==> src/rtl/lfsr_galois_run.sv <==
// -----------------------------------------------------------------------------
// lfsr_galois_run
//   Parametrised Galois LFSR with single-step and burst-run control.
//
// Ports:
//   clk      in   1      system clock, all state changes on the rising edge
//   rst_n    in   1      asynchronous active-low reset
//   seed     in   WIDTH  value written by load
//   load     in   1      load seed (highest priority, aborts any burst)
//   shift    in   1      single step, honoured only in IDLE
//   start    in   1      begin a burst of `steps` shifts (IDLE or DONE only)
//   steps    in   CNT_W  burst length, sampled on the accepted start
//   result   out  WIDTH  current register value
//   sout     out  1      serial output, MSB of the register
//   busy     out  1      high while the burst engine is running
//   done     out  1      one-cycle pulse marking burst completion
//   seed_err out  1      (LFSR_ZERO_GUARD_EN only) pulse after a zero-seed load
//
// Optional feature macro: LFSR_ZERO_GUARD_EN
//   Defined   : a zero seed is replaced by RESET_SEED and seed_err pulses.
//   Undefined : a zero seed is loaded as-is (the register locks up at zero).
// -----------------------------------------------------------------------------

// Purpose: Galois LFSR stepped singly or in counted bursts.
// Latency: a step lands on the edge it is requested; a burst accepted at edge k shifts on k+1..k+N, done the cycle after.
// Backpressure: none; start/shift outside their legal states are dropped, load always wins.
module lfsr_galois_run #(
  parameter int                 WIDTH      = 8,
  parameter logic [WIDTH-1:0]   TAPS       = 8'h71,
  parameter logic [WIDTH-1:0]   RESET_SEED = {{(WIDTH-1){1'b0}}, 1'b1},
  parameter int                 CNT_W      = 16
) (
  input  logic              clk,
  input  logic              rst_n,
  input  logic [WIDTH-1:0]  seed,
  input  logic              load,
  input  logic              shift,
  input  logic              start,
  input  logic [CNT_W-1:0]  steps,
  output logic [WIDTH-1:0]  result,
  output logic              sout,
  output logic              busy,
`ifdef LFSR_ZERO_GUARD_EN
  output logic              done,
  output logic              seed_err
`else
  output logic              done
`endif
);

  // ---------------------------------------------------------------------------
  // Burst engine states
  // ---------------------------------------------------------------------------
  localparam logic [1:0] ST_IDLE = 2'd0;
  localparam logic [1:0] ST_RUN  = 2'd1;
  localparam logic [1:0] ST_DONE = 2'd2;

  localparam logic [CNT_W-1:0] CNT_ZERO = '0;
  localparam logic [CNT_W-1:0] CNT_ONE  = {{(CNT_W-1){1'b0}}, 1'b1};

  // ---------------------------------------------------------------------------
  // State
  // ---------------------------------------------------------------------------
  logic [WIDTH-1:0] lfsr_q;
  logic [WIDTH-1:0] lfsr_nxt;
  logic [1:0]       state_q;
  logic [1:0]       state_nxt;
  logic [CNT_W-1:0] cnt_q;
  logic [CNT_W-1:0] cnt_nxt;
  logic [WIDTH-1:0] lfsr_step;
  logic [WIDTH-1:0] load_val;
  logic             start_ok;

  // One Galois step: shift left, fold the taps back in when the MSB falls out.
  assign lfsr_step = {lfsr_q[WIDTH-2:0], 1'b0} ^ (lfsr_q[WIDTH-1] ? TAPS : '0);

`ifdef LFSR_ZERO_GUARD_EN
  logic seed_zero;
  logic seed_err_q;

  // A zero seed would lock the register up, so substitute the reset seed.
  assign seed_zero = (seed == '0);
  assign load_val  = seed_zero ? RESET_SEED : seed;
`else
  assign load_val  = seed;
`endif

  // start is only accepted when the engine is not mid-burst.
  assign start_ok = start && (state_q == ST_IDLE || state_q == ST_DONE);

  // ---------------------------------------------------------------------------
  // Next-state logic (load > start > shift)
  // ---------------------------------------------------------------------------
  always_comb begin
    lfsr_nxt  = lfsr_q;
    state_nxt = state_q;
    cnt_nxt   = cnt_q;

    if (load) begin
      lfsr_nxt  = load_val;
      state_nxt = ST_IDLE;
      cnt_nxt   = CNT_ZERO;
    end else begin
      case (state_q)
        ST_IDLE: begin
          if (start_ok) begin
            // The accepting edge never shifts; the burst begins on the next one.
            if (steps != CNT_ZERO) begin
              cnt_nxt   = steps;
              state_nxt = ST_RUN;
            end else begin
              state_nxt = ST_DONE;
            end
          end else if (shift) begin
            lfsr_nxt = lfsr_step;
          end
        end

        ST_RUN: begin
          lfsr_nxt = lfsr_step;
          cnt_nxt  = cnt_q - CNT_ONE;
          if (cnt_q == CNT_ONE) begin
            state_nxt = ST_DONE;
          end
        end

        ST_DONE: begin
          // Back-to-back bursts: a start here re-arms directly; shift is dropped.
          if (start_ok) begin
            if (steps != CNT_ZERO) begin
              cnt_nxt   = steps;
              state_nxt = ST_RUN;
            end else begin
              state_nxt = ST_DONE;
            end
          end else begin
            state_nxt = ST_IDLE;
          end
        end

        default: begin
          state_nxt = ST_IDLE;
          cnt_nxt   = CNT_ZERO;
        end
      endcase
    end
  end

  // ---------------------------------------------------------------------------
  // Registers
  // ---------------------------------------------------------------------------
  always_ff @(posedge clk or negedge rst_n) begin
    if (!rst_n) begin
      lfsr_q  <= RESET_SEED;
      state_q <= ST_IDLE;
      cnt_q   <= CNT_ZERO;
    end else begin
      lfsr_q  <= lfsr_nxt;
      state_q <= state_nxt;
      cnt_q   <= cnt_nxt;
    end
  end

`ifdef LFSR_ZERO_GUARD_EN
  // Pulses for exactly the cycle following a zero-seed load.
  always_ff @(posedge clk or negedge rst_n) begin
    if (!rst_n) begin
      seed_err_q <= 1'b0;
    end else begin
      seed_err_q <= load && seed_zero;
    end
  end

  assign seed_err = seed_err_q;
`endif

  // ---------------------------------------------------------------------------
  // Outputs: decoded straight from registers, so they are glitch-free.
  // ---------------------------------------------------------------------------
  assign result = lfsr_q;
  assign sout   = lfsr_q[WIDTH-1];
  assign busy   = (state_q == ST_RUN);
  assign done   = (state_q == ST_DONE);

endmodule
==> config.mk <==
export PLATFORM = sky130hd
export DESIGN_NAME = lfsr_galois_run
export DESIGN_NICKNAME = d
export VERILOG_FILES = /design/src/rtl/lfsr_galois_run.sv
export SDC_FILE = /design/constraint.sdc
export NUM_CORES = 1
export LEC_CHECK = 0
export BUFFER_PORTS_ARGS = -buffer_cell sky130_fd_sc_hd__clkbuf_2
export CELL_PAD_IN_SITES_DETAIL_PLACEMENT = 0
export CELL_PAD_IN_SITES_GLOBAL_PLACEMENT = 1
export CORE_MARGIN = 1.5
export CORE_UTILIZATION = 40
export CTS_CLUSTER_DIAMETER = 120
export DETAILED_ROUTE_END_ITERATION = 10
export GPL_ROUTABILITY_DRIVEN = 0
export HOLD_SLACK_MARGIN = 0.05
export PLACE_DENSITY = 0.9
export SYNTH_ARGS = -nofsm -noshare
export SYNTH_HDL_FRONTEND = slang
export SYNTH_SLANG_ARGS = --single-unit
==> constraint.sdc <==
create_clock -name clk -period 4.55 [get_ports clk]
set_clock_uncertainty 0.05 [all_clocks]
set_input_delay 0.2275 -clock clk [delete_from_list [all_inputs] [get_ports clk]]
set_output_delay 0.2275 -clock clk [all_outputs]
set_load 0.03 [all_outputs]
==> impl_results.md <==
* CP cell instances: nor2b_1, nand2b_1, a31o_2, a21boi_1, a221o_1
* Crit-path max FO at 16
* TritonRoute pass-1 iters at 4
* Netlist cell types at between 40 and 50
* Layout cells sized above 1 at 0.284
* Pwr/cell area at 346 nW/µm²
* Core area at just over 4000 µm²
* Pre-CTS setup slack at around 2.0 ns
* Kind of critical path: reg -> reg
* Most used DFF post-synth: dfrtp_1
* Rel. slew slack at 0.329
* Drt via density at about 5.8
* Crit end category: flip-flop
* Worst path bufs/invs at 0
* Worst path max stage delay at 0.65 ns
* I/O Pins at 40
* Setup_tns at 0 ns
* Final setup fails at 0
* Post-DRT Antenna Nets at 0
* Post-CTS Repair Setup Buffers at 0
* Most frequent cells in the layout: clkbuf_2 (39), dfrtp_1 (25), o21ai_0 (15), nand2_1 (15), nor2_1 (12)
* I/O Buffers at 39
* Syn Std Cell Area at 1680 µm²
* Vias post-DR at ~1.5k
* Area contributors post-synth: dfrtp_1 (37%), mux2i_1 (5.9%), o21ai_0 (4.5%)
* Status: finished, final reports clean
* Final period utilization at 0.555
* Leak at 0.905 nW
* # fillers at 379
* Number of global-route vias before repair at 1358
* Most common cell after layout, fill and taps aside: clkbuf_2
* Post-synth EDFFs at 0
* Synth top area share at 0.371
* Fmax at 396 MHz
* Worst hold-check path type: in -> reg
* Count of synthesis-stage warnings from yosys at 0
* Initial Utilization at 0.418
* Cts repair resizes at 0
* Gr ovfl total at 0
* CTS Buffer Depth at 2
* Final Slew Violations at 0
* Global-route wire length before repair at 6410 µm
* Gate Count Post-Synth at 177
* Final Critical Period at about 2.5 ns
* Worst Path Required at 4.72 ns
* Startpoint Class: flip-flop
* Largest area contributor in the netlist: dfrtp_1
* Hold slack at 0.102 ns
* H-tree depth at 1
* Worst-Margin Slew at 0.998 ns
* Sequential area share after synthesis at 0.387
* Unrepaired setup endpoints after global routing: no
* Yosys reg bits at 26
* Drt total wl at 4050 µm
* Clk pin slew, worst setup/hold paths at 0.10 ns
* Largest net degree at the start of global routing at 30
* Die Area at around 4600 µm²
* Share of synthesized registers carrying an async set or reset at 1.00
* Cell row count at 23
* GRT Overall Usage at 0.189
* DP HPWL at 2970 µm
* Clock Latency Late Sink at 0.28 ns
* Critical path's slowest cell: nor2b_1
* Worst path arrival time at 2.70 ns
* Residual DRC count at 0
* Crit path max-delay family: simple AND/OR/NAND/NOR gates
* Final hold vios at 0
* Net Count, Synth at 208
* Setup ws final at slightly above 2 ns
* First DRT Iteration DRCs at 70
* Peak supply drop at 0.146 mV
* Layout Area Growth over Synthesis at 16.9%
* Clock root cell: clkbuf_8
* Avg WL per Cell at 15.5 µm
* Initial antenna violation count at 0
* Syn Area/Cell at 9.51 µm²
* # Max-Cap Violations at 0
* Num CTS Buffers at 3
* Clock sink total at 26
* Die Wd at 67.9 µm
* Antenna cells at 0
* CTS tree: yes
* Die H at 67.9 µm
* Net count reported at finish at roughly 240
==> metrics by stage <==
stage	util	instances	area (µm²)	total power, mW
after global placement	0.469	256	1890	0.487
after global routing	0.489	261	1970	0.718
after detailed placement	0.469	256	1890	0.489
final	0.489	261	1970	0.680
after CTS	0.489	261	1970	0.683
after floorplan	-	177	1680	0.432
==> logic make-up (layout without fill, tap and decap cells) <==
| logic type | Yosys count | in the layout | share of synthesized area |
|---|---|---|---|
| flip-flops | 26 | 26 | 0.387 |
| XOR/XNOR | 9 | 9 | 0.0468 |
| multiplexers | 10 | 10 | 0.0594 |
| AND/OR/NAND/NOR | 65 | 65 | 0.217 |
| adder cells (fa/ha/maj) | 2 | 2 | 0.0149 |
| AO/OA/AOI/OAI | 46 | 46 | 0.223 |
| buffers and inverters | 19 | 53 | 0.0520 |
==> worst reg2reg max path, cell delays in order, from the launching register on <==
cell	delay [ns]
dfrtp_1	0.59
nor2b_1	0.65
nand2b_1	0.54
a31o_2	0.37
a21boi_1	0.15
a221o_1	0.13
==> flip-flops by register name (all words and copies together), names as in the netlist <==
name / count
cnt_q: 16
result: 8
state_q: 2
==> area by class of cell <==
cell class	instances	area, µm²	area share
Inverter	9	33.8	0.0172
Clock buffer	3	41.3	0.0210
Clock inverter	1	30.0	0.0152
Multi-Input combinational cell	132	945	0.480
Timing Repair Buffer	40	205	0.104
Sequential cell	26	652	0.331
Tap cell	50	62.6	0.0318
==> cells in the mapped netlist (all sizes together) (2+ instances only) <==
cell	instances
dfrtp	25
o21ai	18
nand2	16
nor2	12
mux2i	10
inv	9
a221o	7
or4	7
a21oi	6
buf	6
nor3	6
nor4	5
xnor2	5
clkbuf	4
nor3b	4
xor2	4
a221oi	3
nand3	3
a31oi	2
and2	2
ha	2
nand2b	2
nand3b	2
nand4	2
nor2b	2
o32ai	2
==> metal layers <==
layer	GRT usage	wire length (µm)	vias up	share of wire
li1	-	-	726	-
met1	0.269	1920	729	0.47
met2	0.293	1900	42	0.47
met3	0.0230	162	6	0.040
met4	0.0750	59	0	0.015
met5	0	0	-	0
==> path summary, 6_finish.rpt <==
kind	from	endpoint	slack, ns	cells past startpoint
hold / removal	seed[6]	result[6]	0.10	3
setup reg to reg	state_q[0]	cnt_q[15]	2.02	5
setup / recovery	state_q[0]	cnt_q[15]	2.02	5
max in group asynchronous	rst_n	result[3]	3.52	2
hold reg to reg	cnt_q[9]	cnt_q[9]	0.48	1
min in group asynchronous	rst_n	cnt_q[3]	0.49	2
==> power breakdown <==
| group | internal, mW | switching (mW) |
|---|---|---|
| Clock | 0.118 | 0.0775 |
| Sequential | 0.255 | 0.0311 |
| Combinational | 0.0829 | 0.116 |
==> repair_timing <==
item	CTS	global route
hold buffers	1	0
endpoints found under the setup margin	0	0
hold endpoints to repair	25	0
(Power assumes the default switching activity.)
